===== src/rtl/seg_scan_pkg.sv =====
// Shared 7-segment glyph table and decode helper for the scan-bus receive
// and transmit sides.
package seg_scan_pkg;

   localparam logic [7:0]  SEG_BLANK = 8'hFF;
   localparam logic [31:0] SEL_NONE  = '1;

   // Active-low g..a patterns, indexed by the hex value they represent
   localparam logic [6:0] SEG_GLYPH [0:15] = '{
      7'h40, 7'h79, 7'h24, 7'h30, 7'h19, 7'h12, 7'h02, 7'h78,
      7'h00, 7'h10, 7'h08, 7'h03, 7'h46, 7'h21, 7'h06, 7'h0E
   };

   typedef enum logic [1:0] {
      SLOT_BLANK,
      SLOT_DIGIT,
      SLOT_ILLEGAL
   } slot_kind_e;

   typedef struct packed {
      logic       bad;
      logic [3:0] hex;
   } seg_dec_t;

   function automatic seg_dec_t seg_decode(input logic [6:0] pat);
      seg_dec_t r;
      r.bad = 1'b1;
      r.hex = 4'hF;
      for (int i = 0; i < 16; i++) begin
         if (pat == SEG_GLYPH[i]) begin
            r.bad = 1'b0;
            r.hex = 4'(i);
         end
      end
      return r;
   endfunction

endpackage


===== src/rtl/seg_scan_rx_if.sv =====
// Scan-bus lines plus the per-digit results rebuilt by the receiver.
interface seg_scan_rx_if #(
   parameter int NUM_DIG = 3,
   parameter int SEL_W   = 6
);
   logic [SEL_W-1:0]     seg_sel_in;
   logic [7:0]           seg_data_in;
   logic [NUM_DIG*8-1:0] dig_raw;
   logic [NUM_DIG*4-1:0] dig_hex;
   logic [NUM_DIG-1:0]   dig_dp;
   logic [NUM_DIG-1:0]   dig_valid;
   logic [NUM_DIG-1:0]   dig_bad;
   logic                 frame_done;
   logic                 sel_err;
   logic                 timeout;

   modport master (
      output seg_sel_in, seg_data_in,
      input  dig_raw, dig_hex, dig_dp, dig_valid, dig_bad,
      input  frame_done, sel_err, timeout
   );

   modport slave (
      input  seg_sel_in, seg_data_in,
      output dig_raw, dig_hex, dig_dp, dig_valid, dig_bad,
      output frame_done, sel_err, timeout
   );
endinterface


===== src/rtl/seg_stab_filter.sv =====
// Run-length filter on the registered (sel, data) sample; strobes once when a
// run reaches the required length.
module seg_stab_filter #(
   parameter int W          = 14,
   parameter int STABLE_CYC = 1
) (
   input  logic         clk,
   input  logic         rst_n,
   input  logic [W-1:0] smp,
   input  logic         clr,
   output logic         stable
);

   logic [W-1:0] prev_q;
   logic [3:0]   cnt_q;
   logic [3:0]   run;

   always_comb begin
      run = 4'd1;
      if (smp == prev_q) begin
         run = (cnt_q == 4'd15) ? 4'd15 : cnt_q + 4'd1;
      end
   end

   // Equality (not >=) so a long stable run strobes exactly once
   assign stable = (run == 4'(STABLE_CYC));

   always_ff @(posedge clk) begin
      if (!rst_n) begin
         prev_q <= '1;
         cnt_q  <= 4'd0;
      end else begin
         prev_q <= smp;
         cnt_q  <= clr ? 4'd0 : run;
      end
   end

endmodule


===== src/rtl/seg_scan_rx.sv =====
// Receive side of the multiplexed 7-segment scan bus: rebuilds per-digit bytes,
// decodes them, and reports frames, select errors and bus timeout.
module seg_scan_rx
   import seg_scan_pkg::*;
#(
   parameter int NUM_DIG     = 3,
   parameter int SEL_W       = 6,
   parameter int SEL_BASE    = 5,
   parameter int STABLE_CYC  = 1,
   parameter int TIMEOUT_CYC = 1024
) (
   input logic          clk,
   input logic          rst_n,
   seg_scan_rx_if.slave bus
);

   localparam int TO_W = $clog2(TIMEOUT_CYC + 1);

   logic [SEL_W-1:0]     s1_sel;
   logic [7:0]           s1_data;
   slot_kind_e           kind;
   logic [2:0]           idx;
   logic                 stable;
   logic                 accept;
   seg_dec_t             dec;
   logic [NUM_DIG-1:0]   mask_q;
   logic [NUM_DIG-1:0]   mask_next;

   logic [NUM_DIG*8-1:0] raw_q;
   logic [NUM_DIG*4-1:0] hex_q;
   logic [NUM_DIG-1:0]   dp_q;
   logic [NUM_DIG-1:0]   valid_q;
   logic [NUM_DIG-1:0]   bad_q;
   logic                 fd_q;
   logic                 se_q;
   logic                 to_q;
   logic [TO_W-1:0]      to_cnt;

   always_comb begin
      kind = SLOT_ILLEGAL;
      idx  = 3'd0;
      if (s1_sel == SEL_NONE[SEL_W-1:0]) begin
         kind = SLOT_BLANK;
      end else begin
         for (int k = 0; k < NUM_DIG; k++) begin
            if (s1_sel == ~(SEL_W'(1) << (SEL_BASE - k))) begin
               kind = SLOT_DIGIT;
               idx  = 3'(k);
            end
         end
      end
   end

   seg_stab_filter #(
      .W          (SEL_W + 8),
      .STABLE_CYC (STABLE_CYC)
   ) u_stab (
      .clk    (clk),
      .rst_n  (rst_n),
      .smp    ({s1_sel, s1_data}),
      .clr    (kind == SLOT_ILLEGAL),
      .stable (stable)
   );

   assign accept    = (kind == SLOT_DIGIT) && stable;
   assign dec       = seg_decode(s1_data[6:0]);
   assign mask_next = mask_q | (NUM_DIG'(1) << idx);

   always_ff @(posedge clk) begin
      if (!rst_n) begin
         s1_sel  <= SEL_NONE[SEL_W-1:0];
         s1_data <= SEG_BLANK;
         raw_q   <= {NUM_DIG{SEG_BLANK}};
         hex_q   <= {NUM_DIG{4'hF}};
         dp_q    <= '0;
         valid_q <= '0;
         bad_q   <= '0;
         mask_q  <= '0;
         fd_q    <= 1'b0;
         se_q    <= 1'b0;
         to_q    <= 1'b0;
         to_cnt  <= TO_W'(TIMEOUT_CYC);
      end else begin
         s1_sel  <= bus.seg_sel_in;
         s1_data <= bus.seg_data_in;
         fd_q    <= 1'b0;
         se_q    <= (kind == SLOT_ILLEGAL);
         if (accept) begin
            for (int k = 0; k < NUM_DIG; k++) begin
               if (idx == 3'(k)) begin
                  raw_q[8*k +: 8] <= s1_data;
                  hex_q[4*k +: 4] <= dec.hex;
                  bad_q[k]        <= dec.bad;
                  dp_q[k]         <= ~s1_data[7];
                  valid_q[k]      <= 1'b1;
               end
            end
            if (mask_next == {NUM_DIG{1'b1}}) begin
               fd_q   <= 1'b1;
               mask_q <= '0;
            end else begin
               mask_q <= mask_next;
            end
            // Accept wins over a coincident terminal count
            to_cnt <= TO_W'(TIMEOUT_CYC);
            to_q   <= 1'b0;
         end else if (!to_q) begin
            if (to_cnt == TO_W'(1)) begin
               to_q    <= 1'b1;
               valid_q <= '0;
               mask_q  <= '0;
            end
            to_cnt <= to_cnt - TO_W'(1);
         end
      end
   end

   assign bus.dig_raw    = raw_q;
   assign bus.dig_hex    = hex_q;
   assign bus.dig_dp     = dp_q;
   assign bus.dig_valid  = valid_q;
   assign bus.dig_bad    = bad_q;
   assign bus.frame_done = fd_q;
   assign bus.sel_err    = se_q;
   assign bus.timeout    = to_q;

endmodule

===== src/flat_wrapper.sv =====
// flat-port wrapper written by rule: the top's interface ports become plain ports
module seg_scan_rx_flat import seg_scan_pkg::*;
#(
   parameter int NUM_DIG     = 3,
   parameter int SEL_W       = 6,
   parameter int SEL_BASE    = 5,
   parameter int STABLE_CYC  = 1,
   parameter int TIMEOUT_CYC = 1024
)
  (clk, rst_n, bus_seg_sel_in, bus_seg_data_in, bus_dig_raw, bus_dig_hex, bus_dig_dp, bus_dig_valid, bus_dig_bad, bus_frame_done, bus_sel_err, bus_timeout);
  seg_scan_rx_if #(.NUM_DIG(NUM_DIG), .SEL_W(SEL_W)) bus_i ();
  input logic clk;
  input logic rst_n;
  input wire logic [$bits(bus_i.seg_sel_in)-1:0] bus_seg_sel_in;
  input wire logic [$bits(bus_i.seg_data_in)-1:0] bus_seg_data_in;
  output wire logic [$bits(bus_i.dig_raw)-1:0] bus_dig_raw;
  output wire logic [$bits(bus_i.dig_hex)-1:0] bus_dig_hex;
  output wire logic [$bits(bus_i.dig_dp)-1:0] bus_dig_dp;
  output wire logic [$bits(bus_i.dig_valid)-1:0] bus_dig_valid;
  output wire logic [$bits(bus_i.dig_bad)-1:0] bus_dig_bad;
  output wire logic [$bits(bus_i.frame_done)-1:0] bus_frame_done;
  output wire logic [$bits(bus_i.sel_err)-1:0] bus_sel_err;
  output wire logic [$bits(bus_i.timeout)-1:0] bus_timeout;
  assign bus_i.seg_sel_in = bus_seg_sel_in;
  assign bus_i.seg_data_in = bus_seg_data_in;
  assign bus_dig_raw = bus_i.dig_raw;
  assign bus_dig_hex = bus_i.dig_hex;
  assign bus_dig_dp = bus_i.dig_dp;
  assign bus_dig_valid = bus_i.dig_valid;
  assign bus_dig_bad = bus_i.dig_bad;
  assign bus_frame_done = bus_i.frame_done;
  assign bus_sel_err = bus_i.sel_err;
  assign bus_timeout = bus_i.timeout;
  seg_scan_rx #(.NUM_DIG(NUM_DIG), .SEL_W(SEL_W), .SEL_BASE(SEL_BASE), .STABLE_CYC(STABLE_CYC), .TIMEOUT_CYC(TIMEOUT_CYC)) u_core (.clk(clk), .rst_n(rst_n), .bus(bus_i));
endmodule

===== config.mk =====
export PLATFORM = sky130hd
export DESIGN_NAME = seg_scan_rx_flat
export DESIGN_NICKNAME = d
export VERILOG_FILES = /design/src/rtl/seg_scan_pkg.sv /design/src/rtl/seg_scan_rx_if.sv /design/src/rtl/seg_stab_filter.sv /design/src/rtl/seg_scan_rx.sv /design/src/flat_wrapper.sv
export SDC_FILE = /design/constraint.sdc
export NUM_CORES = 1
export LEC_CHECK = 0
export CAP_MARGIN = 20
export CORE_MARGIN = 2
export CORE_UTILIZATION = 45
export CTS_BUF_LIST = sky130_fd_sc_hd__clkbuf_16
export DETAILED_ROUTE_END_ITERATION = 6
export GPL_TIMING_DRIVEN = 0
export PLACE_DENSITY = 0.71
export SKIP_CTS_REPAIR_TIMING = 1
export SLEW_MARGIN = 20
export SYNTH_ARGS = -nofsm -noshare
export SYNTH_HDL_FRONTEND = slang
export SYNTH_SLANG_ARGS = --single-unit

===== constraint.sdc =====
create_clock -name clk -period 1.88 [get_ports clk]
set_input_delay 0.47 -clock clk [delete_from_list [all_inputs] [get_ports clk]]
set_output_delay 0.47 -clock clk [all_outputs]
set_load 0.01 [all_outputs]

==> implementation parameters <==
Parameter                              Value

Global routing
  Global Route met1 Usage ... between 20% and 30%
  Met3 global-route usage ... 4.02%
  Number of antenna violations at the first check in global routing ... 0
  Wire length of the first global-routing pass ... 17.2 mm
  Met2 Use GR ... 36.0%
  Largest net degree at the start of global routing ... 18
  Global router's overall resource usage ... 21.4%
  Busiest metal layer after global routing ... met2
  Aggregate global routing overflow ... 0
  Number of global-route vias before repair ... between 3000 and 4000

CTS
  Total number of H-tree levels ... 3
  Clock root buffer ... sky130_fd_sc_hd__clkbuf_16
  Sinks on the clock net ... 94
  Clock transition at path regs ... roughly 0.070 ns
  TritonCTS clock tree ... built
  Number of buffers inserted during clock tree synthesis ... 9
  Worst-Skew Late Latency ... between 0.3 and 0.4 ns
  Clk buf depth ... 2

STA
  Clk_skew ... between 0.01 and 0.015 ns
  Clock period minus worst slack ... 2.16 ns
  Min Hold Slack ... approximately 0.48 ns
  Unrepaired setup endpoints after global routing ... yes
  Count of endpoints failing setup in the final report ... 60
  Fmax ... approximately 0.46 GHz
  Final worst-path setup slack ... -0.282 ns
  Slew HR ... a little under half
  Final Hold Viols ... 0
  Fin crit share ... 115%
  Slew at the pin closest to its max-slew limit ... 0.821 ns
  Pins Over Slew Limit ... 0

Yosys
  Ys Warns ... 0
  Post-synthesis async set-or-reset flop share ... 0%
  Number of synthesized register bits ... 94
  Top-area cell type share of the netlist area ... approximately 45%
  Syn Area/Cell ... between 9 and 10 µm²
  Count of flip-flops with a built-in enable after synthesis ... 0
  Synthesized area ... approximately 4200 µm²
  Synthesized netlist net count ... 470
  Post-synth top area cell ... sky130_fd_sc_hd__dfxtp_1
  Gate count after technology mapping ... approximately 450
  Share of synthesized area occupied by flip-flops and latches ... between 40 and 50%
  Distinct cell type count after synthesis ... 63
  Top_reg_cell synth ... sky130_fd_sc_hd__dfxtp_1
  Leading cell types by total area after synthesis ... sky130_fd_sc_hd__dfxtp_1, sky130_fd_sc_hd__nand2b_1, sky130_fd_sc_hd__nand3_1

Final layout
  Fill cells ... 747
  Total inserted antenna cells ... 0
  Area taken by multi-input logic gates ... 2340 µm²
  Sequential cell area ... around 1900 µm²
  Final net count ... ~550
  Non-filler instance count after layout ... roughly 650
  Fraction of final layout cells sized beyond drive strength 1 ... approximately a fifth
  Leading cell types in the layout, fill and taps excluded ... sky130_fd_sc_hd__dfxtp_1, sky130_fd_sc_hd__clkdlybuf4s50_1, sky130_fd_sc_hd__nand3_1, sky130_fd_sc_hd__nand2b_1, sky130_fd_sc_hd__o21ai_0
  Synthesis-to-layout area growth ... 34.3%
  Leading cell type in the layout, fill and taps excluded ... sky130_fd_sc_hd__dfxtp_1

Pwr
  Power per standard cell area ... roughly 900 nW/µm²
  Peak supply drop ... approximately 0.42 mV
  Lkg Pwr ... 2.11 nW

Detailed routing
  Final routed DRC violation total ... 0
  Number of DRC markers after the initial detailed-route iteration ... approximately 300
  Via density ... 5.74
  Detail-routed net length per standard cell ... between 15 and 20 µm
  DRT antenna net count ... 0
  Wirelength, routed ... approximately 11 mm
  Pre-antenna DRT Iters ... 5
  Total number of vias ... approximately 3700

Run status
  Violations in the final reports ... setup timing
  Run status ... finished with violations

Placed design
  Placed wire-length estimate after detailed placement ... between 7 and 8 mm
  Worst slack, placed ... -0.299 ns
  Placed insts ... ~620
  Count of input and output buffers ... 62
  Final weighted congestion in routability-driven placement ... 0.916

Floorplanning
  Die span in x ... just over 100 µm
  Die extent in y ... roughly 100 µm
  Ports placed on the boundary ... 64
  Die area ... between 10000 and 15000 µm²
  Effective utilization at floorplan ... 46.1%
  Core ar. ... 9150 µm²
  Number of placement rows ... 35

Setup path
  Crit Path Max Fanout ... 8
  Critical Path Slowest Stage Cell ... sky130_fd_sc_hd__dfxtp_4
  Required arrival time at the worst endpoint ... between 2 and 2.5 ns
  CP endpoint kind ... flip-flop
  Worst Setup Start Kind ... flip-flop
  Maximum cell stage delay along the critical path ... around 0.36 ns
  Cell breakdown of the critical path ... ha_4, or3_4, o211ai_2, nor4_4, buf_6, buf_4, nor4_2, o21ai_0
  Start-to-end type of the worst setup path ... reg2reg
  Arrival time of data at the critical path endpoint ... between 2 and 2.5 ns

Hold path
  Path class of the lowest-slack min-delay path ... reg2reg

Run
  Count of max-cap constraint violations ... 0
==> registers in the layout, summed over array words and instances (netlist names), 4 cells and up <==
name and cells:
u_core.bus.dig_raw 24, u_core.s1_sel 6, u_core.bus.dig_hex 12, u_core.u_stab.cnt_q 4, u_core.to_cnt 11, u_core.s1_data 8
u_core.u_stab.prev_q 14
==> final cells by class <==
| class | instances | area share, % |
|---|---|---|
| buffer | 38 | 4.72 |
| clock buffer | 9 | 3.97 |
| clock inverter | 7 | 0.993 |
| inverter | 6 | 0.397 |
| multi-input combinational | 313 | 41.2 |
| sequential | 94 | 33.3 |
| tap | 111 | 2.45 |
| timing repair buffer | 71 | 12.9 |
==> routing by layer <==
layer / vias up / part of all wire, %
li1: 1787 / -
met1: 1775 / 42
met2: 129 / 49
met3: 34 / 5.1
met4: 0 / 3.4
met5: - / 0
==> critical path, delay by kind of cell (launching register included) <==
family / cells / cell delay [ns]
simple gates: 3 / 0.72
flops: 1 / 0.36
buf+inv: 2 / 0.33
fa+ha+maj: 1 / 0.23
compound gates: 2 / 0.37
==> cells in the mapped netlist, drive strengths merged (5+ instances only) <==
master  count
o211ai     11
o31ai       5
xor2        5
clkbuf     21
a21oi      17
buf        17
nand3      36
nor2       26
nand4       8
o21ai      38
nand2b     32
nor4       13
xnor2      21
nand2      21
dfxtp      94
inv         6
or2         5
nor3       13
or4         8
==> cells by family after synthesis <==
group / synth area share (%)
xor gates and xnor gates: 7.27
muxes: 1.22
adders and majority gates: 0.890
AOI/OAI and AO/OA: 14.9
and+or+nand+nor: 25.4
buffers and inverters: 5.78
DFF: 44.6
==> power breakdown <==
group          total (W)  internal, W  switching [W]
logic           0.000953     0.000476       0.000477
registers        0.00230      0.00215       0.000153
clock network    0.00173     0.000913       0.000816
total            0.00499      0.00354        0.00144
==> per-stage QoR <==
stage	util, %	TNS [ns]	area (µm²)	power [W]
2_1_floorplan	-	-0.0357	4240	0.00293
3_3_place_gp	54.7	-9.65	5000	0.00318
3_5_place_dp	54.7	-10.83	5000	0.00321
4_1_cts	57.7	-11.96	5280	0.00492
5_1_grt	61.9	-12.64	5670	0.00521
6_report	61.9	-7.73	5670	0.00499
==> path summary, 6_finish.rpt <==
path                                from                endpoint  slack, ns  depth (start not counted)
setup / recovery  u_core.u_stab.cnt_q[0]   u_core.bus.dig_raw[0]      -0.28                          8
hold / removal    u_core.u_stab.cnt_q[0]  u_core.u_stab.cnt_q[0]       0.48                          1
setup reg to reg  u_core.u_stab.cnt_q[0]   u_core.bus.dig_raw[0]      -0.28                          8
hold reg to reg   u_core.u_stab.cnt_q[0]  u_core.u_stab.cnt_q[0]       0.48                          1
(Power assumes the default switching activity.)
